--- src/rtl/accum_pkg.sv ---
// Shared types and constants for the accumulator stage.
package accum_pkg;

    localparam int ACC_W = 16;
    localparam int CNT_W = 8;

    typedef enum logic [1:0] {
        IDLE    = 2'd0,
        COMPUTE = 2'd1,
        DONE    = 2'd2
    } state_t;

endpackage

--- src/rtl/accumulate_unit_adder16.sv ---
// 16-bit ripple-carry adder built from a chain of full-adder cells.
module adder16
    import accum_pkg::*;
(
    input  logic [ACC_W-1:0] A,
    input  logic [ACC_W-1:0] B,
    input  logic             Cin,
    output logic [ACC_W-1:0] S,
    output logic             Cout
);

    logic [ACC_W:0] w_c;

    assign w_c[0] = Cin;

    genvar gi;
    generate
        for (gi = 0; gi < ACC_W; gi++) begin : g_fa
            logic w_x, w_y, w_z;
            assign w_x       = A[gi];
            assign w_y       = B[gi];
            assign w_z       = w_c[gi];
            assign S[gi]     = w_x ^ w_y ^ w_z;
            assign w_c[gi+1] = (w_x & w_y) | (w_x & w_z) | (w_y & w_z);
        end
    endgenerate

    assign Cout = w_c[ACC_W];

endmodule

--- src/rtl/accumulate_unit.sv ---
// Accumulator stage: one A <= A +/- B per Execute request, with latched
// carry/overflow flags and a completed-operation counter.
module accumulate_unit
    import accum_pkg::*;
#(
    parameter int WIDTH = 16,
    parameter int CNT_W = 8
) (
    input  logic             Clk,
    input  logic             Reset,
    input  logic [WIDTH-1:0] Din,
    input  logic             LoadB,
    input  logic             ClearA,
    input  logic             Execute,
    input  logic             Sub,
    output logic [WIDTH-1:0] Aval,
    output logic [WIDTH-1:0] Bval,
    output logic             Cflag,
    output logic             Vflag,
    output logic [CNT_W-1:0] OpCount,
    output logic             Busy,
    output logic             Done
);

    state_t             r_state, w_next;
    logic [WIDTH-1:0]   r_a, r_b;
    logic               r_c, r_v, r_sub;
    logic [CNT_W-1:0]   r_cnt;

    logic [WIDTH-1:0]   w_y, w_s;
    logic               w_cout, w_v;

    // Subtract is A + ~B + 1: invert the operand and inject the carry.
    assign w_y = r_b ^ {WIDTH{r_sub}};

    adder16 u_adder (
        .A    (r_a),
        .B    (w_y),
        .Cin  (r_sub),
        .S    (w_s),
        .Cout (w_cout)
    );

    // Overflow judged on the post-inversion operand so add and subtract share one rule.
    assign w_v = (r_a[WIDTH-1] == w_y[WIDTH-1]) && (w_s[WIDTH-1] != r_a[WIDTH-1]);

    // State register.
    always_ff @(posedge Clk or posedge Reset) begin
        if (Reset) r_state <= IDLE;
        else       r_state <= w_next;
    end

    // Next-state: ClearA blocks Execute in IDLE; DONE waits for Execute to drop.
    always_comb begin
        w_next = r_state;
        case (r_state)
            IDLE:    if (!ClearA && Execute) w_next = COMPUTE;
            COMPUTE: w_next = DONE;
            DONE:    if (!Execute) w_next = IDLE;
            default: w_next = IDLE;
        endcase
    end

    // Datapath registers: IDLE takes commands, COMPUTE commits the result.
    always_ff @(posedge Clk or posedge Reset) begin
        if (Reset) begin
            r_a   <= '0;
            r_b   <= '0;
            r_c   <= 1'b0;
            r_v   <= 1'b0;
            r_sub <= 1'b0;
            r_cnt <= '0;
        end else begin
            case (r_state)
                IDLE: begin
                    if (ClearA) begin
                        r_a <= '0;
                        r_c <= 1'b0;
                        r_v <= 1'b0;
                    end else if (Execute) begin
                        r_sub <= Sub;
                    end else if (LoadB) begin
                        r_b <= Din;
                    end
                end
                COMPUTE: begin
                    r_a   <= w_s;
                    r_c   <= w_cout;
                    r_v   <= w_v;
                    r_cnt <= r_cnt + 1'b1;
                end
                default: ;
            endcase
        end
    end

    assign Aval    = r_a;
    assign Bval    = r_b;
    assign Cflag   = r_c;
    assign Vflag   = r_v;
    assign OpCount = r_cnt;
    assign Busy    = (r_state == COMPUTE);
    assign Done    = (r_state == DONE);

endmodule

--- config.mk ---
export PLATFORM = sky130hd
export DESIGN_NAME = accumulate_unit
export DESIGN_NICKNAME = d
export VERILOG_FILES = /design/src/rtl/accum_pkg.sv /design/src/rtl/accumulate_unit_adder16.sv /design/src/rtl/accumulate_unit.sv
export SDC_FILE = /design/constraint.sdc
export NUM_CORES = 1
export LEC_CHECK = 0
export CORE_MARGIN = 2
export CORE_UTILIZATION = 43
export DETAILED_ROUTE_END_ITERATION = 6
export PLACE_DENSITY = 0.77
export SLEW_MARGIN = 20
export SYNTH_ARGS = -nofsm -noshare
export SYNTH_HDL_FRONTEND = slang
export SYNTH_SLANG_ARGS = --single-unit
--- constraint.sdc ---
create_clock -name Clk -period 7.1 [get_ports Clk]
set_input_delay 1.065 -clock Clk [delete_from_list [all_inputs] [get_ports Clk]]
set_output_delay 1.065 -clock Clk [all_outputs]
set_load 0.05 [all_outputs]
==> results of run 1 <==
==> cell families after synthesis <==
group	after synthesis	share of synthesized area
compound gates	19	0.0694
xor+xnor	23	0.0894
fa+ha+maj	17	0.144
buf+inv	13	0.0272
flops	45	0.500
mux	19	0.111
simple gates	22	0.0589
==> critical path, delay by kind of cell (launching register included) <==
family                   cells  cell delay (ns)
buffers and inverters        2             0.33
flip-flops                   1             0.39
AO/OA/AOI/OAI                1             0.21
adder cells (fa/ha/maj)     14             5.40
XOR/XNOR                     2             0.32
==> power breakdown <==
group / internal, µW / switching [µW] / total [µW]
sequential: 338 / 96.9 / 435
combinational: 329 / 491 / 820
clock: 142 / 92.1 / 234
total: 810 / 680 / 1490
==> layout by cell type (no fill, tap or decap), types with 2 or more instances in the layout <==
master / instances
clkdlybuf4s50_1: 65
dfrtp_1: 45
fa_1: 15
a22o_1: 14
xor2_1: 13
nand2_1: 11
mux2_4: 10
xnor2_1: 10
mux2_2: 7
inv_1: 5
clkbuf_8: 5
nand4_1: 4
mux2i_1: 2
o21ai_0: 2
ha_1: 2
bufinv_16: 2
==> routing by layer <==
| metal | track usage | share of wire |
|---|---|---|
| met5 | 0 | 0 |
| met4 | 0.0327 | 0.0082 |
| met3 | 0.0533 | 0.062 |
| met2 | 0.270 | 0.46 |
| met1 | 0.230 | 0.47 |
==> state kept, by name (all words and copies together), names as in the netlist <==
signal and flops:
Aval 16, Bval 16, Cflag 1, OpCount 8, Vflag 1, r_state 2, r_sub 1
==> through the flow <==
| step | hold slack (ns) | setup slack, ns | instances | util |
|---|---|---|---|---|
| final | 0.473 | 0.349 | 295 | 0.610 |
| after floorplan | 0.634 | 0.350 | 158 | - |
| after CTS | 0.487 | 0.325 | 295 | 0.610 |
| after global placement | 0.461 | 0.513 | 287 | 0.583 |
| after detailed placement | 0.474 | 0.388 | 287 | 0.583 |
| after global routing | 0.517 | 0.0383 | 295 | 0.610 |
==> area by class of cell <==
| cell class | count | area, µm² | share of cell area |
|---|---|---|---|
| Clock buffer | 5 | 68.8 | 0.0222 |
| Inverter | 6 | 22.5 | 0.00727 |
| Sequential cell | 45 | 1130 | 0.364 |
| Multi-Input combinational cell | 100 | 1060 | 0.344 |
| Clock inverter | 3 | 68.8 | 0.0222 |
| Timing Repair Buffer | 66 | 658 | 0.213 |
| Tap cell | 70 | 87.6 | 0.0283 |
==> final timing paths <==
path	endpoint	slack, ns
worst max register to register	Vflag	0.35
worst max-delay path	Vflag	0.35
worst min-delay path	OpCount[7]	0.47
min in group asynchronous	Aval[9]	1.28
max in group asynchronous	Bval[1]	5.25
worst min register to register	OpCount[7]	0.47
==> summary by stage, run 1 <==
Synth
The flip-flop and latch count after synthesis is 45. The async set-reset flop share out of synthesis is 1.00. The dominant cell type by area after synthesis is dfrtp_1.

In the synthesized netlist, the cells that appear most often are 45 x dfrtp_1, 15 x fa_1, 14 x a22o_1. The area share of the leading cell type in the synthesized netlist is 0.500. The share of the Yosys chip area taken by registers is 0.500. After synthesis, the cell types taking the most area are dfrtp_1 50%, fa_1 13%, mux2_4 6.7%. The distinct cell type count after synthesis is 26.

The synthesized netlist net count is 197. The number of enable flip-flop cells after synthesis is 0. The average cell area after synthesis is 14.3 µm². The number of instances in the synthesized netlist is 158. The Yosys step of the flow raised 0 warnings. The netlist area before placement is 0.00225 mm². Among all flip-flop cells after synthesis, the most frequent one is dfrtp_1. The leading cell type by number of instances after synthesis is dfrtp_1.

Routing
The total number of vias is 1431. Summed over all layers, the routed wires come to 4400 µm. The average wire per cell in the routed design is 14.9 µm.

The post-detailed-route count of antenna-violating nets is 0. The number of remaining DRC errors is 0. The pre-antenna-repair detailed-routing pass consisted of 4 iterations. The violation count after the first detailed-route iteration is 50. In the routed layout, each cell is associated on average with a via count of 4.85.

STA
Setup repair after global routing left no endpoint under its margin. The highest achievable clock rate is 148 MHz. The time the worst path needs with I/O delays and setup is 6.75 ns. The final max-slew violation count is 0. Setup violations remaining at the end of the flow were counted as 0.

In this run the tightest slew margin relative to its limit is 0.396. At the pin with the least slew margin, the transition time is 0.905 ns. After routing, the total negative slack on setup checks comes to 0 ns. Between clock sinks in the finished design, the worst skew comes to 0.00500 ns. The count of final hold-check violations is 0. Dividing the final minimum period by the clock period gives 0.951.

Critical path
The number of cells on the worst reg-to-reg path is 19. For the worst setup path, the data required time is 7.30 ns. The most common cell type on the critical path is fa_1. STA classifies the critical path startpoint as a flip-flop. The largest individual stage delay along the critical path comes from the cell fa_1. Walking the worst path, the cells encountered are buf_4 > xnor2_1 > fa_1 > inv_1 > fa_1 > fa_1 > fa_1 > fa_1 > fa_1 > fa_1 > fa_1 > fa_1 > fa_1 > fa_1 > fa_1 > fa_1 > fa_1 > xnor2_1 > o31ai_1. The worst setup path is of the reg2reg kind. For this run, the slowest stage of the critical path takes 0.48 ns. The maximum net fanout on the critical path is 15. The worst setup path is captured at a flip-flop. The startpoint of the most critical setup path is r_sub. Data arrives at the worst endpoint at 6.95 ns. The startpoint of the most critical register-to-register path is r_sub.

CTS
The number of hold buffers added after CTS was 0. Counting every sink on the clock net gives 45. The tree is rooted in a clkbuf_8. The clock transition at the register clock pins on the worst setup and hold paths after CTS is 0.09 ns. The clock insertion delay at the later pin of the skew report is 0.29 ns. The post-cts sizing count is 0. The buffer depth of the longest clock path is 2.

In this run, CTS created clock tree buffers numbering 5. The H-tree depth is 2. The clock tree from TritonCTS is yes. The total setup buffers inserted after CTS is 0.

Global route
The first global-routing pass estimated 7720 µm of wire. Summed over all layers, the global routing overflow is 0. The via count of the first global-routing pass is 1490. Entering global routing, the biggest net connects 46 pins. The initial antenna violation count is 0. The global routing usage summed across all routing layers is 0.169.

Final layout
The final design area excluding fillers is 0.00310 mm². Counting the fill cells in the layout gives 421. The layout cell share with drive strength beyond 1 is 0.133.

The count of nets after finishing is 263. The area growth from synthesis to layout is 37.5%. The number of antenna repair diodes is 0.

Pwr
The worst vdd rail ir drop is 0.227 mV. In this run the power density over the cells is 481 mW/mm². The power consumption is 1490 µW. The cell leakage power is 0.00141 µW.

Placement
The wire-length estimate of the detail-placed layout is 3080 µm. The final RePlAce weighted congestion is 0.798. The standard cell area after detailed placement is 0.00296 mm².

The number of port buffers is 65.

Floorplan
The placeable core region is 0.00507 mm². The initial standard-cell utilization of the core is 0.444. 66 I/O pins were placed.

The die covers 0.00583 mm². The y dimension of the die is 76.4 µm. The floorplan die width is 76.4 µm.

The cell row count is 26.

Hold path
The path type of the worst min-delay path is reg2reg. The depth of the worst hold-timing path is 1. In this run the most critical hold path is launched from OpCount[7].

Outcome
The run finished with clean final reports.

Run
The number of max-cap violations is 0.
Note: power is estimated with default switching activity, not from simulation.
==> run 2: changes to the inputs <==
- CAP_MARGIN: not set -> 20
- CORE_UTILIZATION: 43 -> 51
- PLACE_DENSITY: 0.77 -> not set
- PLACE_DENSITY_LB_ADDON: not set -> 0.15
- clock period: 7.1 -> 8.76 ns (I/O delays scaled with it)
==> run 2 against run 1 <==
Sequential share of layout area rose by 0.98 points. Hold slack better by 0.0042 ns. Sequential power is 17% lower. Clock skew up 0.0018 ns. Non-clock buffer count fell by 1. Final area shrank 2.6%. Total power is 24% lower. Setup slack improved by 1.2 ns. Routed wire length is 0.50% lower. Flip-flop and latch count unchanged.
==> summary by stage, run 2 (synthesis results as in run 1) <==
Critical path
The type of origin of the critical path is a flip-flop. The count of buffering cells on the critical path with inverters included is 1 (-1). The worst path required time was 8.96 ns (+1.66 ns). Broken down by cell family, the worst path's largest delay share belongs to adder cells. By startpoint and endpoint, the worst setup path is classified as reg2reg. The maximum single-stage delay on the critical path is 0.86 ns (+0.38 ns). The master of the slowest instance on the critical path is dfrtp_1. The arrival time at the worst endpoint is 7.39 ns (+0.44 ns). STA classifies the critical path endpoint as a flip-flop. The critical path goes through xnor2_1 > fa_1 > fa_1 > inv_1 > fa_1 > fa_1 > fa_1 > fa_1 > fa_1 > fa_1 > fa_1 > fa_1 > fa_1 > fa_1 > fa_1 > fa_1 > fa_1 > xnor2_1 > o31ai_1. The maximum net fanout on the critical path is 17 (+2). Counting stages on the worst path, the most repeated cell is fa_1.

CTS
The clock transition at the register clock pins on the worst setup and hold paths after CTS is 0.08 ns (about the same). The buffer depth of the longest clock path was 2 (unchanged). The hold buffer count at cts was 0 (unchanged). The post-cts sizing count was 0 (unchanged). The clock sink total is 45 (unchanged).

The total setup buffers inserted after CTS is 0 (unchanged). The CTS buffer count came to 5 (unchanged). The cell at the root of the clock tree is clkbuf_8. TritonCTS built the clock tree. The clock insertion delay at the later pin of the skew report is 0.30 ns (about the same). The H-tree depth is 2 (unchanged).

Placement
The post-placement worst setup slack came to 1.61 ns (+1.23 ns). The number of port buffers is 65 (unchanged). The final RePlAce weighted congestion is 0.780 (-2.2%). The half-perimeter wire length of the detailed placement result is 3150 µm (+2.1%).

Floorplan
The floorplan die width was 70.5 µm (-7.8%). The initial standard-cell utilization of the core was 0.524 (+0.0807). The number of top-level pins is 66 (unchanged).

The die footprint came to 0.00496 mm² (-15%). The placeable core region is 0.00429 mm² (-15%). The cell row count was 24 (-7.7%). The y dimension of the die is 70.5 µm (-7.8%).

STA
The ratio of final minimum period to clock period is 0.821 (-0.130). The highest achievable clock rate is 139 MHz (-6.1%). The final setup skew is 0.00678 ns (+0.00178 ns). The time the worst path needs with I/O delays and setup is 7.19 ns (+0.438 ns). The count of final hold-check violations is 0 (unchanged). The remaining max-slew budget at the tightest pin is 0.392 (-0.00398).

The transition time of the tightest slew-check pin is 0.911 ns (+0.00597 ns). The total negative slack for setup checks came to 0 ns (unchanged). The final max-slew violation count is 0 (unchanged). The final count of negative-setup-slack endpoints is 0 (unchanged). The post-layout worst setup margin was 1.57 ns (+1.22 ns).

Setup repair after global routing left no endpoint under its margin.

Routing
The total iterations of the first detailed-routing run is 6 (+2). The ratio of routed vias to standard cells came to 5.26 (+8.4%). The violation count after the first detailed-route iteration is 115 (+130%).

The number of remaining DRC errors came to 0 (unchanged). The total number of vias was 1446 (+1.0%). The aggregate routed wire length is 4380 µm (-0.50%).

The average wire per cell in the routed design is 15.9 µm (+6.7%). The post-detailed-route count of antenna-violating nets is 0 (unchanged).

Global route
The via count of the first global-routing pass is 1555 (+4.4%). The wire length of the first global-routing pass was 7620 µm (-1.3%). The pin count of the biggest net entering global routing is 46 (unchanged).

The initial antenna violation count is 0 (unchanged). The remaining global-route overflow is 0 (unchanged). The global routing usage summed across all routing layers is 0.201 (+0.0317).

Final layout
Leaving out fill and tap cells, the most frequent cell in the layout is clkdlybuf4s50_1. The count of nets after finishing is 262 (-0.38%). The number of antenna repair diodes is 0 (unchanged). The layout cell share with drive strength beyond 1 is 0.121 (-0.0123). The library cells used most frequently in the layout, excluding fill and tap cells, are 65 x clkdlybuf4s50_1, 45 x dfrtp_1, 15 x fa_1. From synthesis to final layout, the design area changed by 33.9%.

Pwr
The worst vdd rail ir drop is 0.216 mV (-4.5%). The cell leakage power came to 0.00138 µW (-2.1%). The power density over cell area is 378 mW/mm² (-21%).

Hold path
The path type of the worst min-delay path is reg2reg.

Run
The number of max-cap violations was 0 (unchanged).

Outcome
The flow ran to the end, and the final reports show no timing, DRC or antenna violations.
run 2: final cells by class:
type | instances | area (µm²)
flip-flops and latches | 45 | 1130
fillers | 313 | 1280
repair buffers | 65 | 651
well taps | 52 | 65.1
inverters | 6 | 22.5
multi-input cells | 100 | 1060
clock buffers | 7 | 86.3
run 2: power by group:
part           leakage, µW  internal [µW]  switching (µW)
logic             0.000759            262             386
registers         0.000576            274            87.7
clock network    0.0000443           62.6            65.8
total              0.00138            599             540
run 2: path summary, 6_finish.rpt:
check                            from          to  slack (ns)  cells past startpoint
min in group asynchronous       Reset     Bval[8]        1.53                      2
hold reg to reg            OpCount[7]  OpCount[7]        0.48                      1
setup / recovery                r_sub       Vflag        1.57                     19
setup reg to reg                r_sub       Vflag        1.57                     19
max in group asynchronous       Reset  r_state[0]        6.66                      2
hold / removal             OpCount[7]  OpCount[7]        0.48                      1
run 2: per-layer routing:
| layer | part of all wire | vias up | track usage | routed length [µm] |
|---|---|---|---|---|
| met5 | 0 | - | 0 | 0 |
| met4 | 0.013 | 0 | 0.0598 | 57 |
| met3 | 0.058 | 5 | 0.0664 | 253 |
| met2 | 0.46 | 52 | 0.288 | 2020 |
| met1 | 0.47 | 726 | 0.292 | 2040 |
| li1 | - | 663 | - | - |
run 2: stage by stage:
stage	util	std cells	instance area (µm²)	hold slack, ns	total power, µW
finish	0.702	275	3020	0.478	1140
detailed placement	0.682	268	2930	0.470	1020
global placement	0.682	268	2930	0.463	994
global route	0.702	275	3020	0.505	1220
floorplan	-	158	2250	0.634	806
CTS	0.702	275	3020	0.480	1150
==> run 3: changes to the inputs <==
- CORE_UTILIZATION: 51 -> 47
- clock period: 8.76 -> 7.4 ns (I/O delays scaled with it)
==> run 3 against run 2 <==
Final area rose by 0.12%. Cell count rose by 1.5%. Total power rose by 18%. Utilization fell by 5.4 points. Maximum frequency rose by 3.7%. Clock-buffer cell count rose by 1. Clock skew fell by 0.0032 ns. Global-route usage fell by 1.1 points. Sequential power rose by 17%. Via count fell by 0.97%. Critical path type unchanged. Critical endpoint unchanged.
==> summary by stage, run 3 (synthesis results as in run 1) <==
Outcome
The flow ran to the end, and the final reports show no timing, DRC or antenna violations.

STA
The time the worst path needs with I/O delays and setup is 6.93 ns (-0.257 ns). The highest achievable clock rate came to 144 MHz (+3.7%). The final max-slew violation count is 0 (unchanged).

The final-layout worst hold slack was 0.494 ns (+0.0166 ns). The final count of negative-setup-slack endpoints is 0 (unchanged). The transition time of the tightest slew-check pin came to 0.937 ns (+0.0256 ns).

The total negative slack for setup checks is 0 ns (unchanged). The remaining max-slew budget at the tightest pin was 0.375 (-0.0171). The ratio of final minimum period to clock period is 0.937 (+0.116). Setup repair after global routing left no endpoint under its margin. The final setup skew is 0.00361 ns (-0.00317 ns). The count of final hold-check violations is 0 (unchanged).

The post-layout worst setup margin came to 0.468 ns (-1.10 ns).

Hold path
The startpoint identified for the worst hold timing path is OpCount[7]. The min-delay analysis places its worst path in the category reg2reg. The endpoint with the worst hold slack is OpCount[7]. The depth of the worst hold-timing path came to 1 (unchanged).

Floorplan
The number of top-level pins is 66 (unchanged). The y dimension of the die is 73.2 µm (+3.9%). The placeable core region is 0.00466 mm² (+8.5%). The initial standard-cell utilization of the core is 0.483 (-0.0413). The floorplan die width is 73.2 µm (+3.9%). The die footprint came to 0.00536 mm² (+8.0%). The cell row count is 25 (+4.2%).

Critical path
The maximum net fanout on the critical path is 11 (-6). The flop-to-flop setup slack is 0.47 ns (-1.10 ns). The worst-case reg-to-reg path depth was 19 (unchanged). The worst setup path is of the reg2reg kind. The worst reg2reg path endpoint is Vflag. The worst path required time is 7.60 ns (-1.36 ns). The arrival time at the worst endpoint is 7.13 ns (-0.26 ns). STA classifies the critical path startpoint as a flip-flop. The worst register-to-register path begins at r_sub. The worst setup path is captured at a flip-flop.

Routing
The total iterations of the first detailed-routing run is 4 (-2). The total number of vias was 1432 (-0.97%). The violation count after the first detailed-route iteration was 107 (-7.0%). The aggregate routed wire length is 4550 µm (+3.8%).

The ratio of routed vias to standard cells came to 5.13 (-2.4%). The post-detailed-route count of antenna-violating nets is 0 (unchanged). The number of remaining DRC errors is 0 (unchanged). The average wire per cell in the routed design is 16.3 µm (+2.3%).

CTS
The clock insertion delay at the later pin of the skew report was 0.29 ns (about the same). The clock transition at the register clock pins on the worst setup and hold paths after CTS is 0.08 ns (about the same). TritonCTS built the clock tree. The CTS buffer count is 5 (unchanged). The post-cts sizing count is 0 (unchanged). The buffer depth of the longest clock path is 2 (unchanged).

The hold buffer count at cts is 0 (unchanged). Clock tree synthesis selected as its root buffer the cell clkbuf_8. The H-tree depth is 2 (unchanged). The clock sink total was 45 (unchanged). The total setup buffers inserted after CTS is 0 (unchanged).

Pwr
The power density over cell area is 445 mW/mm² (+18%). The worst vdd rail ir drop was 0.223 mV (+3.0%). The power consumption is 1340 µW (+18%).

The cell leakage power came to 0.00138 µW (about the same).

Global route
The global routing usage summed across all routing layers is 0.190 (-0.0110). The remaining global-route overflow is 0 (unchanged). The via count of the first global-routing pass came to 1538 (-1.1%). The pin count of the biggest net entering global routing was 46 (unchanged). The initial antenna violation count is 0 (unchanged).

The wire length of the first global-routing pass is 7610 µm (-0.18%).

Placement
The number of port buffers is 65 (unchanged). The post-placement worst setup slack is 0.498 ns (-1.11 ns). The final RePlAce weighted congestion is 0.678 (-13%).

The half-perimeter wire length of the detailed placement result is 3350 µm (+6.3%).

Final layout
The share of the core filled with cells in the final layout was 0.648 (-0.0544). The count of nets after finishing is 263 (+0.38%). The layout cell share with drive strength beyond 1 is 0.120 (-0.00108). The top cell types in the final layout, fill and taps aside, are 65 x clkdlybuf4s50_1, 45 x dfrtp_1, 15 x fa_1. The library cell used most frequently in the layout, excluding fill and tap cells, is clkdlybuf4s50_1. The layout overhead on the synthesized area is 34.1%. The number of antenna repair diodes came to 0 (unchanged).

Run
The number of max-cap violations is 0 (unchanged).
run 3: stage by stage:
stage / instances / area (µm²)
2_1_floorplan: 158 / 2250
6_report: 279 / 3020
3_5_place_dp: 271 / 2940
4_1_cts: 279 / 3020
3_3_place_gp: 271 / 2940
5_1_grt: 279 / 3020
run 3: area by class of cell:
class,count,area [µm²]
fill,334,1640
inverter,6,22.5
timing repair buffer,66,658
sequential,45,1130
clock buffer,8,80.1
tap,54,67.6
multi-input combinational,100,1060
run 3: critical path, cell delays in order, from the launching register on:
cell and delay [ns]:
dfrtp_1 0.64, xnor2_1 0.21, fa_1 0.22, fa_1 0.16, inv_1 0.05, fa_1 0.38
fa_1 0.42, fa_1 0.41, fa_1 0.39, fa_1 0.41, fa_1 0.40, fa_1 0.39
fa_1 0.38, fa_1 0.39, fa_1 0.39, fa_1 0.40, fa_1 0.39, fa_1 0.49
xnor2_1 0.15, o31ai_1 0.19
run 3: how the worst max path moves through the flow:
stage / start / end / slack (ns) / cells past startpoint
2_1_floorplan: Bval[0] / Vflag / 0.65 / 19
3_3_place_gp: r_sub / Vflag / 0.66 / 19
3_5_place_dp: r_sub / Vflag / 0.50 / 19
4_1_cts: r_sub / Vflag / 0.48 / 19
5_1_grt: r_sub / Vflag / 0.19 / 19
6_report: r_sub / Vflag / 0.47 / 19
run 3: routing by layer:
layer  global-route usage  vias up  wire length (µm)
li1                     -      663                 -
met3               0.0373        6               232
met1                0.271      715              1980
met2                0.297       48              2280
met5                    0        -                 0
met4               0.0514        0                50
run 3: where the power goes:
group	switching (µW)	internal (µW)	leakage, µW
Sequential	99.8	325	0.000576
Clock	76.5	67.2	0.0000395
Combinational	462	312	0.000764
